===== config.mk =====
export PLATFORM = sky130hd
export DESIGN_NAME = route_requester
export DESIGN_NICKNAME = d
export VERILOG_FILES = /design/src/rtl/route_requester.sv
export SDC_FILE = /design/constraint.sdc
export NUM_CORES = 1
export LEC_CHECK = 0
export ABC_AREA = 1
export CORE_MARGIN = 4
export CORE_UTILIZATION = 55
export CTS_CLUSTER_DIAMETER = 80
export CTS_CLUSTER_SIZE = 28
export DETAILED_ROUTE_END_ITERATION = 8
export HOLD_SLACK_MARGIN = 0.15
export PLACE_DENSITY = 0.79
export SLEW_MARGIN = 25
export SYNTH_ARGS = -nofsm -noshare
export SYNTH_HDL_FRONTEND = slang
export SYNTH_SLANG_ARGS = --single-unit

===== constraint.sdc =====
create_clock -name clk -period 5.35 [get_ports clk]
set_clock_uncertainty 0.05 [all_clocks]
set_input_delay 1.07 -clock clk [delete_from_list [all_inputs] [get_ports clk]]
set_output_delay 1.07 -clock clk [all_outputs]
set_load 0.005 [all_outputs]

===== src/rtl/route_requester.sv =====
// route_requester: input-port requester for a 2D mesh router.
// Buffers packets in a small circular FIFO and uses X-first dimension-order
// routing to compute the head's direction. When the arbiter does not grant
// the head (fail), the head is retried and the attempts are counted.
module route_requester #(
   parameter int DATA_W     = 8,
   parameter int X_ID       = 1,
   parameter int Y_ID       = 1,
   parameter int DEPTH      = 4,
   parameter int STARVE_LIM = 8
) (
   input  logic              clk,
   input  logic              rst_n,
   input  logic              enable,
   input  logic              in_valid,
   input  logic [DATA_W-1:0] in_pkt,
   output logic              in_ready,
   output logic [1:0]        dout,
   input  logic              fail,
   output logic              out_valid,
   output logic [DATA_W-1:0] out_pkt,
   output logic [3:0]        retry_cnt,
   output logic              starved
);

   localparam int             AW         = $clog2(DEPTH);
   localparam logic [AW:0]    C_FULL     = (AW+1)'(DEPTH);
   localparam logic [AW:0]    C_CNT_ONE  = (AW+1)'(1);
   localparam logic [AW-1:0]  C_PTR_ONE  = AW'(1);
   localparam logic [1:0]     C_X_ID     = 2'(X_ID);
   localparam logic [1:0]     C_Y_ID     = 2'(Y_ID);
   localparam logic [3:0]     C_STARVE   = 4'(STARVE_LIM);

   localparam logic [1:0]     DIR_NONE   = 2'b00;
   localparam logic [1:0]     DIR_X      = 2'b01;
   localparam logic [1:0]     DIR_Y      = 2'b10;
   localparam logic [1:0]     DIR_LOCAL  = 2'b11;

   logic [DATA_W-1:0] r_mem [DEPTH];
   logic [AW-1:0]     r_rd_ptr;
   logic [AW-1:0]     r_wr_ptr;
   logic [AW:0]       r_count;
   logic              r_out_valid;
   logic [DATA_W-1:0] r_out_pkt;
   logic [3:0]        r_retry_cnt;

   logic              w_empty;
   logic [DATA_W-1:0] w_head;
   logic [1:0]        w_dest_x;
   logic [1:0]        w_dest_y;
   logic [1:0]        w_dir;
   logic              w_push;
   logic              w_pop;

   assign w_empty   = (r_count == '0);
   assign w_head    = r_mem[r_rd_ptr];
   assign w_dest_x  = w_head[DATA_W-1:DATA_W-2];
   assign w_dest_y  = w_head[DATA_W-3:DATA_W-4];

   // A push needs room; a launch needs a head and a grant (no fail).
   assign w_push    = enable && in_valid && in_ready;
   assign w_pop     = enable && (w_dir != DIR_NONE) && !fail;

   assign in_ready  = (r_count != C_FULL);
   assign dout      = w_dir;
   assign out_valid = r_out_valid;
   assign out_pkt   = r_out_pkt;
   assign retry_cnt = r_retry_cnt;
   assign starved   = (r_retry_cnt >= C_STARVE);

   // X-first routing decision for the current head.
   always_comb begin
      // NOTE: default assignment first so every path drives w_dir (no latch).
      w_dir = DIR_NONE;
      if (!w_empty) begin
         if (w_dest_x != C_X_ID)      w_dir = DIR_X;
         else if (w_dest_y != C_Y_ID) w_dir = DIR_Y;
         else                         w_dir = DIR_LOCAL;
      end
   end

   // Packet storage write port.
   // NOTE: the storage array is deliberately not reset; emptiness is tracked
   // by r_count, so stale contents are never observed.
   always_ff @(posedge clk) begin
      if (w_push) r_mem[r_wr_ptr] <= in_pkt;
   end

   // FIFO pointers and occupancy; pointers wrap naturally at DEPTH.
   always_ff @(posedge clk or negedge rst_n) begin
      // NOTE: non-blocking assignments for all sequential state.
      if (!rst_n) begin
         r_rd_ptr <= '0;
         r_wr_ptr <= '0;
         r_count  <= '0;
      end else begin
         if (w_push) r_wr_ptr <= r_wr_ptr + C_PTR_ONE;
         if (w_pop)  r_rd_ptr <= r_rd_ptr + C_PTR_ONE;
         case ({w_push, w_pop})
            2'b10:   r_count <= r_count + C_CNT_ONE;
            2'b01:   r_count <= r_count - C_CNT_ONE;
            default: r_count <= r_count;
         endcase
      end
   end

   // Launch register: one-cycle valid pulse, packet held until next launch.
   always_ff @(posedge clk or negedge rst_n) begin
      if (!rst_n) begin
         r_out_valid <= 1'b0;
         r_out_pkt   <= '0;
      end else begin
         r_out_valid <= w_pop;
         if (w_pop) r_out_pkt <= w_head;
      end
   end

   // Consecutive failed attempts of the current head, saturating at 15.
   always_ff @(posedge clk or negedge rst_n) begin
      if (!rst_n) begin
         r_retry_cnt <= '0;
      end else if (enable && (w_dir != DIR_NONE)) begin
         if (fail) begin
            if (r_retry_cnt != 4'hF) r_retry_cnt <= r_retry_cnt + 4'd1;
         end else begin
            r_retry_cnt <= '0;
         end
      end
   end

endmodule

==> run_summary.xml <==
<?xml version="1.0" encoding="UTF-8"?>
<metrics>
  <group name="flow_run">
    <metric name="max_cap_viol_count" unit="">0</metric>
  </group>
  <group name="floorplanning">
    <metric name="die_height" unit="µm">73.3</metric>
    <metric name="core_region_area" unit="µm²">4060</metric>
    <metric name="initial_core_util" unit="%">57.8</metric>
    <metric name="design.portCount" unit="">30</metric>
    <metric name="num_rows" unit="">23</metric>
    <metric name="floorplan.die_area" unit="µm²">5370</metric>
    <metric name="die_outline_width" unit="µm">73.3</metric>
  </group>
  <group name="pwr">
    <metric name="reported_leakage_power" unit="µW">0.00113</metric>
    <metric name="ir_worst_vdd" unit="mV">0.241</metric>
    <metric name="design_power_total" unit="µW">1310</metric>
    <metric name="power.density" unit="nW/µm²">485</metric>
  </group>
  <group name="sta">
    <metric name="tightest_slew" unit="ns">0.870</metric>
    <metric name="timing.final.crit_share" unit="%">64.6</metric>
    <metric name="slew_viol_final" unit="">0</metric>
    <metric name="setup_total_negative_slack" unit="ns">0</metric>
    <metric name="fmax" unit="MHz">289</metric>
    <metric name="hold_viol_final" unit="">0</metric>
    <metric name="finalCriticalPeriod" unit="ns">3.46</metric>
    <metric name="timing.max_slew.rel_slack" unit="%">41.8</metric>
    <metric name="grt_setup_unrepaired" unit="">no</metric>
    <metric name="setup_viol" unit="">0</metric>
    <metric name="fin_ws" unit="ns">1.89</metric>
  </group>
  <group name="yosys">
    <metric name="syn-instance-count" unit="">206</metric>
    <metric name="synth-edff-count" unit="">32</metric>
    <metric name="postSynthRegisterBits" unit="">52</metric>
    <metric name="synth_area_per_cell" unit="µm²">11.4</metric>
    <metric name="mappedNetlistNets" unit="">227</metric>
    <metric name="yosys_warnings" unit="">0</metric>
    <metric name="syn-cell-area" unit="µm²">2350</metric>
    <metric name="async_flop_share" unit="%">38.5</metric>
    <metric name="synth_cell_types" unit="">30</metric>
    <metric name="synthFlopType" unit="">sky130_fd_sc_hd__edfxtp_1</metric>
    <metric name="share_of_the_yosys_chip_area_belonging_to_registers" unit="%">62.3</metric>
  </group>
  <group name="detailed_routing">
    <metric name="wl" unit="µm">4070</metric>
    <metric name="drc_errors" unit="">0</metric>
    <metric name="wl_per_cell" unit="µm">14.2</metric>
    <metric name="first_iter_violations" unit="">98</metric>
    <metric name="routed-via-count" unit="">1480</metric>
    <metric name="drt_pre_antenna_iters" unit="">4</metric>
    <metric name="detail_route.vias_per_cell" unit="">5.16</metric>
    <metric name="drtAntennaViolNets" unit="">0</metric>
  </group>
  <group name="worst_hold_path">
    <metric name="min_path_cells" unit="">2</metric>
    <metric name="worstHoldPathType" unit="">register to register</metric>
  </group>
  <group name="grt">
    <metric name="first_global_vias" unit="">1384</metric>
    <metric name="grt_remaining_overflow" unit="">0</metric>
    <metric name="grt_start_max_net_pins" unit="">21</metric>
    <metric name="grt_first_pass_wirelength" unit="µm">6620</metric>
    <metric name="grt_util_all_layers" unit="%">16.4</metric>
    <metric name="initial_antenna_violation_count" unit="">0</metric>
  </group>
  <group name="clocking">
    <metric name="ctsLongestPathBuffers" unit="">2</metric>
    <metric name="worst_setup_hold_path_clk_slew" unit="ns">0.10</metric>
    <metric name="worst_skew_pair.late_latency" unit="ns">0.30</metric>
    <metric name="resized_cells_post_cts" unit="">0</metric>
    <metric name="clock_tree.htree_level_count" unit="">2</metric>
    <metric name="tritoncts" unit="">built</metric>
    <metric name="post_cts_buffers" unit="">0</metric>
    <metric name="hold_buffers" unit="">0</metric>
    <metric name="clock_sinks" unit="">52</metric>
    <metric name="tritoncts.num_buffers" unit="">5</metric>
    <metric name="clockRootBuffer" unit="">sky130_fd_sc_hd__clkbuf_8</metric>
  </group>
  <group name="critical_path">
    <metric name="reg2reg_depth" unit="">10</metric>
    <metric name="worst_ep_arrival_time" unit="ns">2.34</metric>
    <metric name="worst-setup-path-type" unit="">register to output port</metric>
    <metric name="worstPathMaxFanout" unit="">18</metric>
    <metric name="crit_path_start_kind" unit="">register</metric>
    <metric name="worst_ep_required_time" unit="ns">4.23</metric>
    <metric name="crit_path_end_kind" unit="">output port</metric>
  </group>
  <group name="placement">
    <metric name="pre_cts_setup_slack" unit="ns">2.12</metric>
    <metric name="gpl.final_weighted_congestion" unit="">0.848</metric>
    <metric name="place.detailed.hpwl" unit="µm">2840</metric>
    <metric name="io_buffer_count" unit="">29</metric>
  </group>
  <group name="layout">
    <metric name="finish.net_count" unit="">257</metric>
    <metric name="drive_gt1_share" unit="%">14.8</metric>
    <metric name="area_growth" unit="%">15.5</metric>
    <metric name="final_util" unit="%">66.8</metric>
    <metric name="antennaDiodeCount" unit="">0</metric>
  </group>
  <group name="run_status">
    <metric name="run_status" unit="">complete, no violations</metric>
  </group>
</metrics>
[worst paths after layout]
kind	from	endpoint	slack [ns]
max in group asynchronous	rst_n	r_wr_ptr[1]	4.27
worst max register to register	r_count[0]	r_count[2]	3.23
worst max-delay path	r_rd_ptr[0]	dout[0]	1.89
min in group asynchronous	rst_n	out_pkt[6]	0.65
worst min register to register	out_pkt[6]	out_pkt[6]	0.44
worst min-delay path	out_pkt[6]	out_pkt[6]	0.44
[sequential cells by signal (all words and copies together), names as in the netlist]
signal,flops
r_mem,32
r_wr_ptr,2
r_count,3
retry_cnt,4
out_pkt,8
out_valid,1
r_rd_ptr,2
[worst max-delay path, cell delays in order, from the launching register on]
cell and delay, ns:
sky130_fd_sc_hd__dfrtp_1 0.82, sky130_fd_sc_hd__inv_8 0.16, sky130_fd_sc_hd__nand2_1 0.11, sky130_fd_sc_hd__nand3_1 0.07, sky130_fd_sc_hd__nand2_1 0.17, sky130_fd_sc_hd__nor2_1 0.08, sky130_fd_sc_hd__a21oi_2 0.11, sky130_fd_sc_hd__clkdlybuf4s50_1 0.50
[Yosys cell counts, types with 2 or more instances]
library cell	number	area, µm²
sky130_fd_sc_hd__nand3_2	5	50.1
sky130_fd_sc_hd__edfxtp_1	32	961
sky130_fd_sc_hd__buf_6	3	33.8
sky130_fd_sc_hd__inv_2	4	15.0
sky130_fd_sc_hd__nor2_2	4	25.0
sky130_fd_sc_hd__buf_8	2	30.0
sky130_fd_sc_hd__inv_1	19	71.3
sky130_fd_sc_hd__o21ai_2	6	52.6
sky130_fd_sc_hd__xor2_1	3	26.3
sky130_fd_sc_hd__o21ai_0	10	50.1
sky130_fd_sc_hd__a21oi_1	2	10.0
sky130_fd_sc_hd__nand2_1	48	180
sky130_fd_sc_hd__ha_1	7	87.6
sky130_fd_sc_hd__nand3_1	10	50.1
sky130_fd_sc_hd__o22ai_1	4	25.0
sky130_fd_sc_hd__nand2_2	3	18.8
sky130_fd_sc_hd__dfrtp_1	20	500
sky130_fd_sc_hd__nor2_1	12	45.0
[layer usage]
layer	up-vias	routed length [µm]	global-route usage [%]
li1	737	-	-
met1	696	1790	22.3
met2	42	1990	26.3
met3	5	241	3.97
met4	0	53	4.63
met5	-	0	0
[cells by family (layout without fill, tap and decap cells)]
kind of cell / count (synthesis) / in the layout / share of synthesized area, %
flip-flops: 52 / 52 / 62.3
AND/OR/NAND/NOR: 86 / 86 / 17.5
buffers and inverters: 31 / 62 / 7.31
AO/OA/AOI/OAI: 25 / 25 / 6.77
adder cells (fa/ha/maj): 8 / 8 / 4.59
XOR/XNOR: 4 / 4 / 1.49
[placed cells by master (no fill, tap or decap), types with 4 or more instances in the layout]
cell / n
sky130_fd_sc_hd__inv_1: 19
sky130_fd_sc_hd__ha_1: 7
sky130_fd_sc_hd__o21ai_2: 6
sky130_fd_sc_hd__o21ai_0: 10
sky130_fd_sc_hd__clkdlybuf4s50_1: 28
sky130_fd_sc_hd__nand2_1: 48
sky130_fd_sc_hd__clkbuf_8: 5
sky130_fd_sc_hd__dfrtp_1: 20
sky130_fd_sc_hd__edfxtp_1: 32
sky130_fd_sc_hd__o22ai_1: 4
sky130_fd_sc_hd__nor2_1: 12
sky130_fd_sc_hd__nand3_1: 10
sky130_fd_sc_hd__inv_2: 4
sky130_fd_sc_hd__nand3_2: 5
sky130_fd_sc_hd__nor2_2: 4
[cell type report]
type / instances / area (µm²)
Inverter: 25 / 104
Fill cell: 324 / 1350
Multi-Input combinational cell: 123 / 713
Timing Repair Buffer: 29 / 285
Clock buffer: 6 / 72.6
Sequential cell: 52 / 1460
Tap cell: 50 / 62.6
Clock inverter: 2 / 11.3
[metrics by stage]
step,hold WS [ns],cells,cell area [µm²]
6_report,0.444,287,2710
4_1_cts,0.447,287,2720
2_1_floorplan,0.416,206,2350
3_5_place_dp,0.423,279,2630
5_1_grt,0.473,287,2710
3_3_place_gp,0.415,279,2630
[power by group]
| part | internal (µW) | total (µW) | switching [µW] | leakage, µW |
|---|---|---|---|---|
| clock network | 92.1 | 217 | 125 | 0.0000455 |
| registers | 518 | 608 | 89.3 | 0.000538 |
| logic | 227 | 490 | 264 | 0.000550 |
| total | 837 | 1310 | 478 | 0.00113 |
No activity file was read; power rests on OpenSTA's default activity.
